### config.mk
export PLATFORM = sky130hd
export DESIGN_NAME = mpsoc_msi_wb_cdc_hs_tx
export DESIGN_NICKNAME = d
export VERILOG_FILES = /design/src/rtl/mpsoc_msi_wb_cdc_pkg.sv /design/src/rtl/mpsoc_msi_wb_sync2.sv /design/src/rtl/mpsoc_msi_wb_cdc_hs_tx.sv
export SDC_FILE = /design/constraint.sdc
export NUM_CORES = 1
export LEC_CHECK = 0
export ABC_AREA = 1
export CORE_ASPECT_RATIO = 1.25
export CORE_MARGIN = 2
export CORE_UTILIZATION = 47
export CTS_CLUSTER_DIAMETER = 200
export DETAILED_ROUTE_END_ITERATION = 6
export HOLD_SLACK_MARGIN = 0.1
export PLACE_DENSITY = 0.66
export SYNTH_ARGS = -nofsm -noshare
export SYNTH_HDL_FRONTEND = slang
export SYNTH_SLANG_ARGS = --single-unit
export TNS_END_PERCENT = 10
### constraint.sdc
create_clock -name clk -period 6.6 [get_ports clk]
set_input_delay 1.98 -clock clk [delete_from_list [all_inputs] [get_ports clk]]
set_output_delay 1.98 -clock clk [all_outputs]
set_load 0.02 [all_outputs]
### src/rtl/mpsoc_msi_wb_cdc_pkg.sv
// Shared types for the Wishbone CDC toggle-handshake endpoints (tx and rx).
package mpsoc_msi_wb_cdc_pkg;

  // Handshake endpoint state: idle, or one word outstanding on the bus.
  typedef enum logic {
    HS_IDLE = 1'b0,
    HS_BUSY = 1'b1
  } hs_state_t;

endpackage

### src/rtl/mpsoc_msi_wb_sync2.sv
// Two-flop synchroniser for a single asynchronous level/toggle signal.
module mpsoc_msi_wb_sync2 (
  input  logic clk,
  input  logic rst_n,
  input  logic d,
  output logic q
);

  logic meta_reg;
  logic sync_reg;

  // First flop may go metastable; second flop gives it a full cycle to settle.
  always_ff @(posedge clk or negedge rst_n) begin
    if (!rst_n) begin
      meta_reg <= 1'b0;
      sync_reg <= 1'b0;
    end else begin
      meta_reg <= d;
      sync_reg <= meta_reg;
    end
  end

  assign q = sync_reg;

endmodule

### src/rtl/mpsoc_msi_wb_cdc_hs_tx.sv
// Source end of the toggle-handshake CDC: a small FIFO feeding a held data
// bus, one req toggle per word, next word released on the synced ack toggle.
module mpsoc_msi_wb_cdc_hs_tx
  import mpsoc_msi_wb_cdc_pkg::*;
#(
  parameter int  DW    = 32,
  parameter int  DEPTH = 4,
  localparam int LW    = $clog2(DEPTH) + 1
) (
  input  logic          clk,
  input  logic          rst_n,
  input  logic [DW-1:0] s_data_i,
  input  logic          s_valid_i,
  output logic          s_ready_o,
  output logic [DW-1:0] data_o,
  output logic          req_o,
  input  logic          ack_i,
  output logic          busy_o,
  output logic [LW-1:0] level_o,
  output logic          err_o
);

  localparam int AW = $clog2(DEPTH);

  logic [DW-1:0] mem [DEPTH];
  logic [AW-1:0] wr_ptr_reg;
  logic [AW-1:0] rd_ptr_reg;
  logic [LW-1:0] count_reg;
  logic [LW-1:0] count_next;
  hs_state_t     state_reg;
  hs_state_t     state_next;
  logic          pop_pend_reg;   // head word sits in rd_data_reg, bus load next edge
  logic [DW-1:0] rd_data_reg;
  logic [DW-1:0] data_reg;
  logic          req_reg;
  logic          err_reg;

  logic ack_s;
  logic full;
  logic empty;
  logic push;
  logic pop;
  logic ack_done;

  mpsoc_msi_wb_sync2 u_ack_sync (
    .clk   (clk),
    .rst_n (rst_n),
    .d     (ack_i),
    .q     (ack_s)
  );

  assign full     = (count_reg == LW'(DEPTH));
  assign empty    = (count_reg == '0);
  // No bypass: a full FIFO refuses the push even if a pop happens this cycle.
  assign push     = s_valid_i & ~full;
  assign ack_done = (ack_s == req_reg);
  // Start from IDLE regardless of ack; in BUSY only once the current word is acked.
  // pop_pend_reg blocks a second pop before the first word reaches the bus.
  assign pop      = ~empty & ~pop_pend_reg & ((state_reg == HS_IDLE) | ack_done);

  // Occupancy: simultaneous push and pop leave the count unchanged.
  always_comb begin
    count_next = count_reg;
    case ({push, pop})
      2'b10:   count_next = count_reg + LW'(1);
      2'b01:   count_next = count_reg - LW'(1);
      default: count_next = count_reg;
    endcase
  end

  // Handshake FSM: BUSY on every bus load, IDLE once acked with nothing queued.
  always_comb begin
    state_next = state_reg;
    if (pop_pend_reg) begin
      state_next = HS_BUSY;
    end else if ((state_reg == HS_BUSY) && ack_done && empty) begin
      state_next = HS_IDLE;
    end
  end

  // FIFO storage with registered read; no reset so it maps onto RAM.
  always_ff @(posedge clk) begin
    if (push) begin
      mem[wr_ptr_reg] <= s_data_i;
    end
    if (pop) begin
      rd_data_reg <= mem[rd_ptr_reg];
    end
  end

  // Control state; data bus and req toggle are updated on the same edge.
  always_ff @(posedge clk or negedge rst_n) begin
    if (!rst_n) begin
      wr_ptr_reg   <= '0;
      rd_ptr_reg   <= '0;
      count_reg    <= '0;
      state_reg    <= HS_IDLE;
      pop_pend_reg <= 1'b0;
      data_reg     <= '0;
      req_reg      <= 1'b0;
      err_reg      <= 1'b0;
    end else begin
      if (push) begin
        wr_ptr_reg <= wr_ptr_reg + AW'(1);
      end
      if (pop) begin
        rd_ptr_reg <= rd_ptr_reg + AW'(1);
      end
      count_reg    <= count_next;
      state_reg    <= state_next;
      pop_pend_reg <= pop;
      if (pop_pend_reg) begin
        data_reg <= rd_data_reg;
        req_reg  <= ~req_reg;
      end
      // An ack toggle with nothing outstanding is a protocol error; sticky.
      if ((state_reg == HS_IDLE) && (ack_s != req_reg)) begin
        err_reg <= 1'b1;
      end
    end
  end

  assign s_ready_o = ~full;
  assign data_o    = data_reg;
  assign req_o     = req_reg;
  assign busy_o    = (state_reg == HS_BUSY);
  assign level_o   = count_reg;
  assign err_o     = err_reg;

endmodule

; ---- Yosys cells after proc, flatten, opt, wreduce, memory -nomap -nowiden
; Memory sizes are Yosys's and may differ from the RTL's. A register that Yosys moved wholly into a read port is not among the register bits.
; Cells that the tools add are included.
; W data, S select, Z words.
[classes]
n_eq_ne = 5
bitwise = 9
add_sub_neg = 4
n_reduce_logical = 6
muxes = 5
[ops]
columns = operator, n
row1 = $pmux W3 S2, 1
row2 = $not A1 Y1, 5
row3 = $add A2 B1 Y2 const B, 2
row4 = $mux W1, 4
row5 = $reduce_bool A2 Y1, 2
row6 = $add A3 B1 Y3 const B, 1
row7 = $and A1 B1 Y1, 3
row8 = $eq A3 B3 Y1 const B, 1
row9 = $logic_and A1 B1 Y1, 3
row10 = $logic_not A3 Y1, 1
row11 = $sub A3 B1 Y3 const B, 1
row12 = $eq A2 B1 Y1 const B, 1
row13 = $eq A2 B2 Y1 const B, 1
row14 = $eq A1 B1 Y1, 1
row15 = $ne A1 B1 Y1, 1
row16 = $or A1 B1 Y1, 1
[totals]
regBits = 45
n_memories = 1
word_cells = 40
ramBits = 128
[memory_table]
columns = memory, depth, width, rd, rd_clocked_by_memory_dff, write_ports, line
row1 = mem, 4, 32, 1, 1, 1, mpsoc_msi_wb_cdc_hs_tx.sv:25  ; logic [DW-1:0] mem [DEPTH];

; ---- Longest topological paths before layout
; Gate-level depths: netlist of run 1.
[logic_depth]
depth_word = 6
ltp_mapped = 12

; ---- By module
; A second synthesis of run 1 with hierarchy kept.
[hier_totals]
cells_unflattened = 547
area_unflattened_um2 = 7607.3
[modules_own_cells]
columns = mod, n_inst, seq_area_each_um2, cells_each, area_each_um2
row1 = mpsoc_msi_wb_cdc_hs_tx, 1, 5880.6, 545, 7557.2
row2 = mpsoc_msi_wb_sync2, 1, 50.0, 2, 50.0

; ---- Least setup slack after synthesis of run 1
; No wires, ideal clock.
[synth_path]
kind = input port to flip-flop
start = input port s_valid_i
end = memory mem[0][0], enable pin
setup_ns = 0.421
stages = 2
arrival_time_ns = 3.423
n_path_buf = 0
path_slack_ns = 2.756
cell_sequence = nand2_4 > nor2_1
[synth_between]
elab_chain_cells = 3
[synth_lines]
columns = item, line
row1 = start: declaration, mpsoc_msi_wb_cdc_hs_tx.sv:13  ; input logic s_valid_i,
row2 = $and A1 B1 Y1, mpsoc_msi_wb_cdc_hs_tx.sv:55  ; assign push = s_valid_i & ~full;
row3 = $mux W1, mpsoc_msi_wb_cdc_hs_tx.sv:83  ; if (push) begin
row4 = $mux W1 (not written as such), mpsoc_msi_wb_cdc_hs_tx.sv:84  ; mem[wr_ptr_reg] <= s_data_i;
row5 = end: declaration, mpsoc_msi_wb_cdc_hs_tx.sv:25
; No other way between the ends.

; ---- Final worst setup path of run 1
[layout_path]
start = register count_reg[0] (netlist: level_o[0])
end = output port s_ready_o
[layout_between]
elab_chain_cells = 2
[layout_lines]
columns = item, line
row1 = start: declaration, mpsoc_msi_wb_cdc_hs_tx.sv:28  ; logic [LW-1:0] count_reg;
row2 = start signal: assignment, mpsoc_msi_wb_cdc_hs_tx.sv:109  ; count_reg <= count_next;
row3 = $eq A3 B3 Y1, mpsoc_msi_wb_cdc_hs_tx.sv:52  ; assign full = (count_reg == LW'(DEPTH));
row4 = $not A1 Y1, mpsoc_msi_wb_cdc_hs_tx.sv:123  ; assign s_ready_o = ~full;
row5 = end: declaration, mpsoc_msi_wb_cdc_hs_tx.sv:14  ; output logic s_ready_o,
; No other way between the ends.

==> results_dict.tcl, run 1 <==
set metrics [dict create \
    antenna_cells 0 \
    cp-start-kind "flop" \
    p_sw_share_pct 33.4 \
    clkSinkCount 205 \
    power.switching_mw 1.49 \
    grt_start_max_net_pins 68 \
    rrSetupSlack_ns 3.91 \
    post_cts_resize_count 0 \
    r2r-end "level_o[2]$_DFFE_PN0P_" \
    fin_setup_tns_ns 0 \
    min_period_over_period_pct 56.3 \
    clkPwrFrac_pct 23.7 \
    critPathMaxFanout 4 \
    status "finished, final reports clean" \
    critPathRequiredTime_ns 4.62 \
    netlist_instances 547 \
    cp.arrival_ns 1.73 \
    synth_fp_nets 589 \
    coreArea_mm2 0.0160 \
    drive_gt1_share_pct 7.11 \
    power_leakage_nw 3.35 \
    slew_headroom_pct 24.8 \
    cts_hold_buf 0 \
    ant_nets 0 \
    peakVddDrop_uv 297 \
    grt_pass1_vias 4491 \
    vias 4379 \
    placed_area_mm2 0.00845 \
    htree_levels 1 \
    path_clk_slew_ns 0.06 \
    ys_ff_latch 205 \
    netlist_top_cells_area "edfxtp_1, dfrtp_1, nand2_1, nor2_1, o22ai_1" \
    clk_latency_ns 0.49 \
    viasPerCell 5.16 \
    stdcell_count 849 \
    dr.pass1.iters 4 \
    power_density_mw_per_mm2 493 \
    dp.cells 813 \
    grt_usage_pct 16.8 \
    path_class "reg -> out" \
    postCtsSetupRepairBufs 0 \
    drv_slew 0 \
    final_area_mm2 0.00907 \
    largest_reg_flops 128 \
    place_hpwl_um 8110 \
    numCtsBuffers 20 \
    row_count 52 \
    ioPinCount 75 \
    crit_path_end_kind "output pin" \
    rr_startpoint "pop_pend_reg$_DFF_PN0_" \
    finalPower_mw 4.47 \
    dieArea_mm2 0.0172 \
    area_growth_pct 19.2 \
    synth_top_area_share_pct 63.2 \
    gp_congestion 0.724 \
    internal-power_mw 2.98 \
    p_seq_share_pct 45.3 \
    port_buffers 74 \
    ys_types 28 \
    routedWlPerCell_um 16.8 \
    drt-total-wl_um 14300 \
    nets 661 \
    die_w_um 118 \
    clock.fmax_mhz 269 \
    clock_path_buffers 3 \
    hold_class "reg -> reg" \
    hold_path.startpoint "u_ack_sync.meta_reg$_DFF_PN0_" \
    r2r_cells 11 \
    synth_seq_area_share_pct 78.0 \
    drc 0 \
    cts_tree "built" \
    worstMarginPinSlew_ns 1.13 \
    setup_viol 0 \
    ys_warn_count 0 \
    start_util_pct 47.5 \
    syn_area_per_cell_um2 13.9 \
    min_to "u_ack_sync.q$_DFF_PN0_" \
    fin_crit_ns 3.71 \
    maxCapViolCount 0 \
    hold_depth 0 \
    p_comb_share_pct 31.0 \
    drtIter0Drc 234 \
    whs_ns 0.370 \
    synth_area_mm2 0.00761 \
    clock_skew_ns 0.00728 \
    grt_pass1_wl_um 22800 \
    yosysTopAreaCell "edfxtp_1" \
    hold_violations 0 \
    antenna_found_initial 0 \
    cts_root_buffer "clkbuf_16" \
    die_h_um 146 \
    overflow 0 \
    rsz0062_at_grt "no" \
]
[kinds of logic after synthesis]
logic type               count (synthesis)  share of synthesized area [%]
flip-flops                             205                           78.0
buffers and inverters                   45                           3.82
adder cells (fa/ha/maj)                  6                           1.09
AND/OR/NAND/NOR                        186                           9.42
AO/OA/AOI/OAI                          100                           7.14
XOR/XNOR                                 5                          0.576
[layout make-up]
class	count	area, um2
Clock buffer	26	564
Clock inverter	10	56.3
Fill cell	1306	6940
Inverter	17	65.1
Multi-Input combinational cell	297	1420
Sequential cell	205	5930
Tap cell	216	270
Timing Repair Buffer	78	766
[power groups by stage]
stage / clock network [mW] / registers (mW) / logic (mW)
global placement: 0 / 2.04 / 1.37
CTS: 1.08 / 2.03 / 1.41
detailed placement: 0 / 2.05 / 1.41
global route: 1.13 / 2.07 / 1.54
finish: 1.06 / 2.03 / 1.39
floorplan: 0 / 2.17 / 0.805
[worst max path at each step]
stage | cells past startpoint | slack (ns) | end | startpoint
6_report | 3 | 2.89 | s_ready_o | level_o[0]$_DFFE_PN0P_
5_1_grt | 3 | 2.79 | s_ready_o | level_o[0]$_DFFE_PN0P_
3_5_place_dp | 3 | 2.71 | mem[1][18]$_DFFE_PP_ | s_valid_i
4_1_cts | 3 | 2.87 | s_ready_o | level_o[1]$_DFFE_PN0P_
3_3_place_gp | 3 | 2.72 | mem[3][18]$_DFFE_PP_ | s_valid_i
2_1_floorplan | 2 | 2.76 | mem[0][0]$_DFFE_PP_ | s_valid_i
[critical path, cell delays in order, from the launching register on]
cell,delay [ns]
dfrtp_1,0.43
nor2_2,0.14
nand2_1,0.12
clkdlybuf4s50_1,0.56
[routing by layer]
layer | GRT usage [%] | share of wire, % | wire [um]
met3 | 2.62 | 4.2 | 597
met1 | 20.2 | 39 | 5640
met5 | 0 | 0 | 0
met2 | 29.9 | 53 | 7600
met4 | 7.65 | 3.2 | 454
[layout by cell type (no fill, tap or decap), drive strengths merged]
| cell type | instances |
|---|---|
| xnor2 | 1 |
| inv | 16 |
| nand2 | 111 |
| nand3b | 1 |
| clkdlybuf4s50 | 73 |
| buf | 5 |
| nor2 | 70 |
| o21bai | 1 |
| dfrtp | 45 |
| clkinv | 9 |
| nand3 | 4 |
| edfxtp | 160 |
| o22ai | 32 |
| o21ai | 65 |
| a21oi | 2 |
| fa | 1 |
| clkbuf | 26 |
| clkinvlp | 2 |
| ha | 5 |
| xor2 | 4 |
[Yosys cell counts]
library cell    n
clkbuf_1        2
o21bai_1        1
a21oi_1         2
inv_1          15
o22ai_1        32
clkbuf_4        1
clkinv_2        1
nor2_2          1
dfrtp_1        45
o21ai_1        29
ha_1            5
nand3_1         4
clkbuf_8        1
fa_1            1
xor2_1          4
edfxtp_1      160
o21ai_0        36
nand2_4         1
nand3b_1        1
buf_2           8
xnor2_1         1
inv_2           1
nor2_1         69
buf_6           9
nand2_1       110
buf_4           2
buf_12          1
clkbuf_2        4
[per-stage QoR]
step / utilization [%] / worst slack, ns
after floorplan: - / 2.76
after global placement: 52.8 / 2.72
after detailed placement: 52.8 / 2.71
after CTS: 56.7 / 2.87
after global routing: 56.7 / 2.79
final: 56.7 / 2.89
Power figures use the tool's default switching activity.
==> inputs of run 2 (changes only) <==
PLACE_DENSITY = 0.68   (was 0.66)
clock period = 3.2 ns   (was 6.6 ns; I/O delays follow)
==> run 2 against run 1 <==
  * First-iteration DRC count grew 61%
  * Sequential cell count is the same
  * Total power grew 110%
  * Combinational power grew 110%
  * Final cell count grew 0.47%
  * Critical path type unchanged
  * Largest cell class unchanged
==> results_dict.tcl, run 2 (synthesized netlist as in run 1, its figures left out) <==
set metrics [dict create \
    post_cts_resize_count 0 \
    grt_usage_pct 17.0 \
    clock.fmax_mhz 370 \
    htree_levels 1 \
    grt_pass1_wl_um 23200 \
    p_seq_share_pct 45.1 \
    cts_tree "built" \
    critPathRequiredTime_ns 2.24 \
    vias 4381 \
    overflow 0 \
    routedWlPerCell_um 16.7 \
    final_common_cell "edfxtp_1" \
    drc 0 \
    p_sw_share_pct 32.8 \
    port_buffers 74 \
    die_h_um 146 \
    clock_path_buffers 3 \
    clk_latency_ns 0.47 \
    gp_congestion 0.759 \
    min_period_over_period_pct 84.4 \
    drtIter0Drc 376 \
    power_leakage_nw 3.38 \
    ioPinCount 75 \
    fin_crit_ns 2.70 \
    p_comb_share_pct 30.8 \
    power.switching_mw 3.04 \
    cp-start-kind "flop" \
    start_util_pct 47.5 \
    grt_start_max_net_pins 67 \
    rsz0062_at_grt "no" \
    largest_reg_flops 128 \
    clock_skew_ns 0.00522 \
    ant_nets 0 \
    drv_slew 0 \
    hold_violations 0 \
    row_count 52 \
    place_hpwl_um 8680 \
    nets 667 \
    status "finished, final reports clean" \
    die_w_um 118 \
    internal-power_mw 6.23 \
    coreArea_mm2 0.0160 \
    stdcell_count 853 \
    dr.pass1.iters 4 \
    maxCapViolCount 0 \
    power_density_mw_per_mm2 1020 \
    antenna_found_initial 0 \
    final_cell_mix "edfxtp_1, nand2_1, clkdlybuf4s50_1" \
    critPathMaxFanout 4 \
    path_class "reg -> out" \
    cts_hold_buf 0 \
    postCtsSetupRepairBufs 0 \
    worstMarginPinSlew_ns 1.06 \
    slew_headroom_pct 29.0 \
    dieArea_mm2 0.0172 \
    viasPerCell 5.14 \
    path_clk_slew_ns 0.06 \
    area_growth_pct 19.9 \
    numCtsBuffers 19 \
    clkPwrFrac_pct 24.0 \
    fin_setup_tns_ns 0 \
    crit_path_end_kind "output pin" \
    dp.cells 820 \
    rrSetupSlack_ns 1.17 \
    peakVddDrop_uv 453 \
    grt_pass1_vias 4549 \
    hold_class "reg -> reg" \
    antenna_cells 0 \
    cts_root_buffer "clkbuf_16" \
    drt-total-wl_um 14200 \
    clkSinkCount 205 \
    cp.arrival_ns 1.74 \
    setup_viol 0 \
    drive_gt1_share_pct 7.54 \
]
-- run 2: area by class of cell --
| cell class | count | area (um2) |
|---|---|---|
| fill | 1326 | 6880 |
| sequential | 205 | 5930 |
| multi-input combinational | 297 | 1420 |
| timing repair buffer | 85 | 818 |
| clock buffer | 26 | 532 |
| tap | 216 | 270 |
| clock inverter | 7 | 88.8 |
| inverter | 17 | 65.1 |
-- run 2: layer usage --
layer,track usage [%],vias up,routed length [um]
met3,2.07,21,744
met5,0,-,0
met2,31.2,113,7560
met4,5.72,0,257
met1,20.9,2171,5680
li1,-,2076,-
-- run 2: critical path: stages, from the launching register on --
cell             delay [ns]
dfrtp_1                0.41
nor2_2                 0.17
nand2_1                0.12
clkdlybuf4s50_1        0.56
-- run 2: power by group through the flow --
stage               clock network, mW  registers [mW]  logic (mW)
floorplan                           0            4.47        1.66
global placement                    0            4.22        2.81
detailed placement                  0            4.25        2.91
CTS                              2.27            4.20        2.92
global route                     2.38            4.27        3.20
finish                           2.23            4.19        2.86
-- run 2: final timing paths --
| kind | start | end | cells after the start |
|---|---|---|---|
| max reg2reg | level_o[0]$_DFFE_PN0P_ | level_o[2]$_DFFE_PN0P_ | 11 |
| min in group asynchronous | rst_n | data_o[9]$_DFFE_PN0P_ | 1 |
| min reg2reg | u_ack_sync.meta_reg$_DFF_PN0_ | u_ack_sync.q$_DFF_PN0_ | 0 |
| max | level_o[1]$_DFFE_PN0P_ | s_ready_o | 3 |
| min | u_ack_sync.meta_reg$_DFF_PN0_ | u_ack_sync.q$_DFF_PN0_ | 0 |
| max in group asynchronous | rst_n | data_o[12]$_DFFE_PN0P_ | 2 |
-- run 2: metrics by stage --
step | util (%) | setup slack, ns | instance area, um2 | total power, mW | hold WS [ns]
final | 57.0 | 0.501 | 9120 | 9.28 | 0.358
after global routing | 57.0 | 0.420 | 9120 | 9.84 | 0.371
after CTS | 57.0 | 0.486 | 9120 | 9.39 | 0.362
after detailed placement | 53.1 | 0.482 | 8500 | 7.15 | 0.350
after global placement | 53.1 | 0.552 | 8500 | 7.04 | 0.350
after floorplan | - | 0.376 | 7610 | 6.13 | 0.331
==> inputs of run 3 (changes only) <==
clock period = 2.4 ns   (was 3.2 ns; I/O delays follow)
==> run 3 against run 2 <==
  * Critical endpoint is now level_o[0]
  * Die area stayed put
  * Largest cell class unchanged
  * Sequential cell count stayed put
  * Worst hold slack worse by 0.098 ns
  * Critical path depth is 2 lower
  * Highest routed layer unchanged
  * Non-clock buffer count is 8 higher
  * Utilization is 1.9 points higher
==> results_dict.tcl, run 3 (synthesized netlist as in run 1, its figures left out) <==
set metrics [dict create \
    status "finished, final reports clean" \
    clk_latency_ns 0.49 \
    nFillCells 1294 \
    setup_viol 0 \
    power_leakage_nw 3.52 \
    fin_setup_tns_ns 0 \
    cp.arrival_ns 1.53 \
    critPathRequiredTime_ns 1.68 \
    row_count 52 \
    start_util_pct 47.5 \
    cts_root_buffer "clkbuf_16" \
    coreArea_mm2 0.0160 \
    path_delay_family "buffers and inverters" \
    fin_crit_ns 2.25 \
    clock_skew_ns 0.0122 \
    grt_start_max_net_pins 37 \
    regArea_mm2 0.00593 \
    overflow 0 \
    antenna_found_initial 0 \
    die_w_um 118 \
    power_density_mw_per_mm2 1400 \
    critPathMaxFanout 4 \
    grt_usage_pct 17.4 \
    multi_input_area_mm2 0.00142 \
    drive_gt1_share_pct 9.57 \
    htree_levels 1 \
    drt-total-wl_um 14700 \
    slew_headroom_pct 57.2 \
    gp_congestion 0.764 \
    place_hpwl_um 9080 \
    stdcell_count 864 \
    hold_violations 0 \
    dr.pass1.iters 4 \
    antenna_cells 0 \
    min_period_over_period_pct 93.8 \
    rsz0062_at_grt "no" \
    cp_slowest_stage_delay_ns 0.63 \
    ioPinCount 75 \
    drv_slew 0 \
    grt_pass1_wl_um 23700 \
    placed_area_mm2 0.00867 \
    clock_path_buffers 3 \
    clock.fmax_mhz 444 \
    cp_cell_sequence "clkdlybuf4s50_1" \
    peakVddDrop_uv 830 \
    path_buf_inv 1 \
    nets 676 \
    cp-start-kind "flop" \
    maxCapViolCount 0 \
    die_h_um 146 \
    finish.utilization_pct 58.9 \
    worstMarginPinSlew_ns 0.642 \
    whs_ns 0.260 \
    area_growth_pct 24.0 \
    final_area_mm2 0.00943 \
    path_class "reg -> out" \
    vias 4404 \
    largest_reg_flops 128 \
    dp.cells 828 \
    port_buffers 74 \
    numCtsBuffers 20 \
    final_common_cell "edfxtp_1" \
    hold_class "in -> async" \
    dieArea_mm2 0.0172 \
    drtIter0Drc 312 \
    crit_path_end_kind "output pin" \
    path_clk_slew_ns 0.06 \
    drc 0 \
    ant_nets 0 \
    crit_slowest_cell "clkdlybuf4s50_1" \
    routedWlPerCell_um 17.0 \
    grt_pass1_vias 4547 \
    clkSinkCount 205 \
    cts_tree "built" \
    final_cell_mix "edfxtp_1, nand2_1, clkdlybuf4s50_1" \
    viasPerCell 5.10 \
]
[run 3: changes by cell type in the layout (fill, tap and decap cells not counted)]
cell             before  now
dlygate4sd2_1         0    1
clkbuf_1              4    1
clkinv_2              2    4
clkdlybuf4s50_1      73   72
clkinvlp_4            1    2
bufinv_16             2    6
buf_4                11   10
clkinv_4              1    0
clkbuf_16            19   21
buf_12                0    9
clkbuf_8              3    1
[run 3: final timing paths]
kind / start / endpoint / slack, ns / cells past startpoint
hold / removal: rst_n / level_o[0]$_DFFE_PN0P_ / 0.26 / 1
hold reg to reg: u_ack_sync.meta_reg$_DFF_PN0_ / u_ack_sync.q$_DFF_PN0_ / 0.37 / 0
min in group clk: u_ack_sync.meta_reg$_DFF_PN0_ / u_ack_sync.q$_DFF_PN0_ / 0.37 / 0
max in group asynchronous: rst_n / data_o[28]$_DFFE_PN0P_ / 1.58 / 2
setup / recovery: level_o[0]$_DFFE_PN0P_ / level_o[0] / 0.15 / 1
setup reg to reg: level_o[0]$_DFFE_PN0P_ / level_o[2]$_DFFE_PN0P_ / 0.37 / 11
[run 3: report_power, final]
group          internal [mW]  total, mW  switching (mW)
sequential              5.18       5.56           0.383
clock                   2.27       3.55            1.28
combinational           1.52       4.06            2.55
total                   8.96       13.2            4.21
[run 3: per-layer routing]
metal	track usage, %	vias up	part of all wire, %
met5	0	-	0
met4	5.12	0	2.2
met3	2.34	27	3.7
met2	31.4	95	53
met1	21.8	2180	42
li1	-	2102	-
[run 3: repair_timing]
item	in CTS	in global routing
endpoints found under the setup margin	1	0
setup buffers	0	0
hold buffers	0	0
resized for setup	1	0
[run 3: cell type report]
| type | count | share of cell area, % |
|---|---|---|
| clock buffer | 23 | 5.76 |
| clock inverter | 13 | 2.31 |
| inverter | 17 | 0.690 |
| multi-input combinational | 297 | 15.0 |
| sequential | 205 | 62.9 |
| tap | 216 | 2.86 |
| timing repair buffer | 93 | 10.5 |
[run 3: through the flow]
stage / setup slack, ns / total power, mW
after floorplan: -0.295 / 8.18
after CTS: 0.135 / 13.3
final: 0.150 / 13.2
after detailed placement: 0.0851 / 9.75
after global routing: 0.0822 / 13.9
after global placement: 0.126 / 9.58
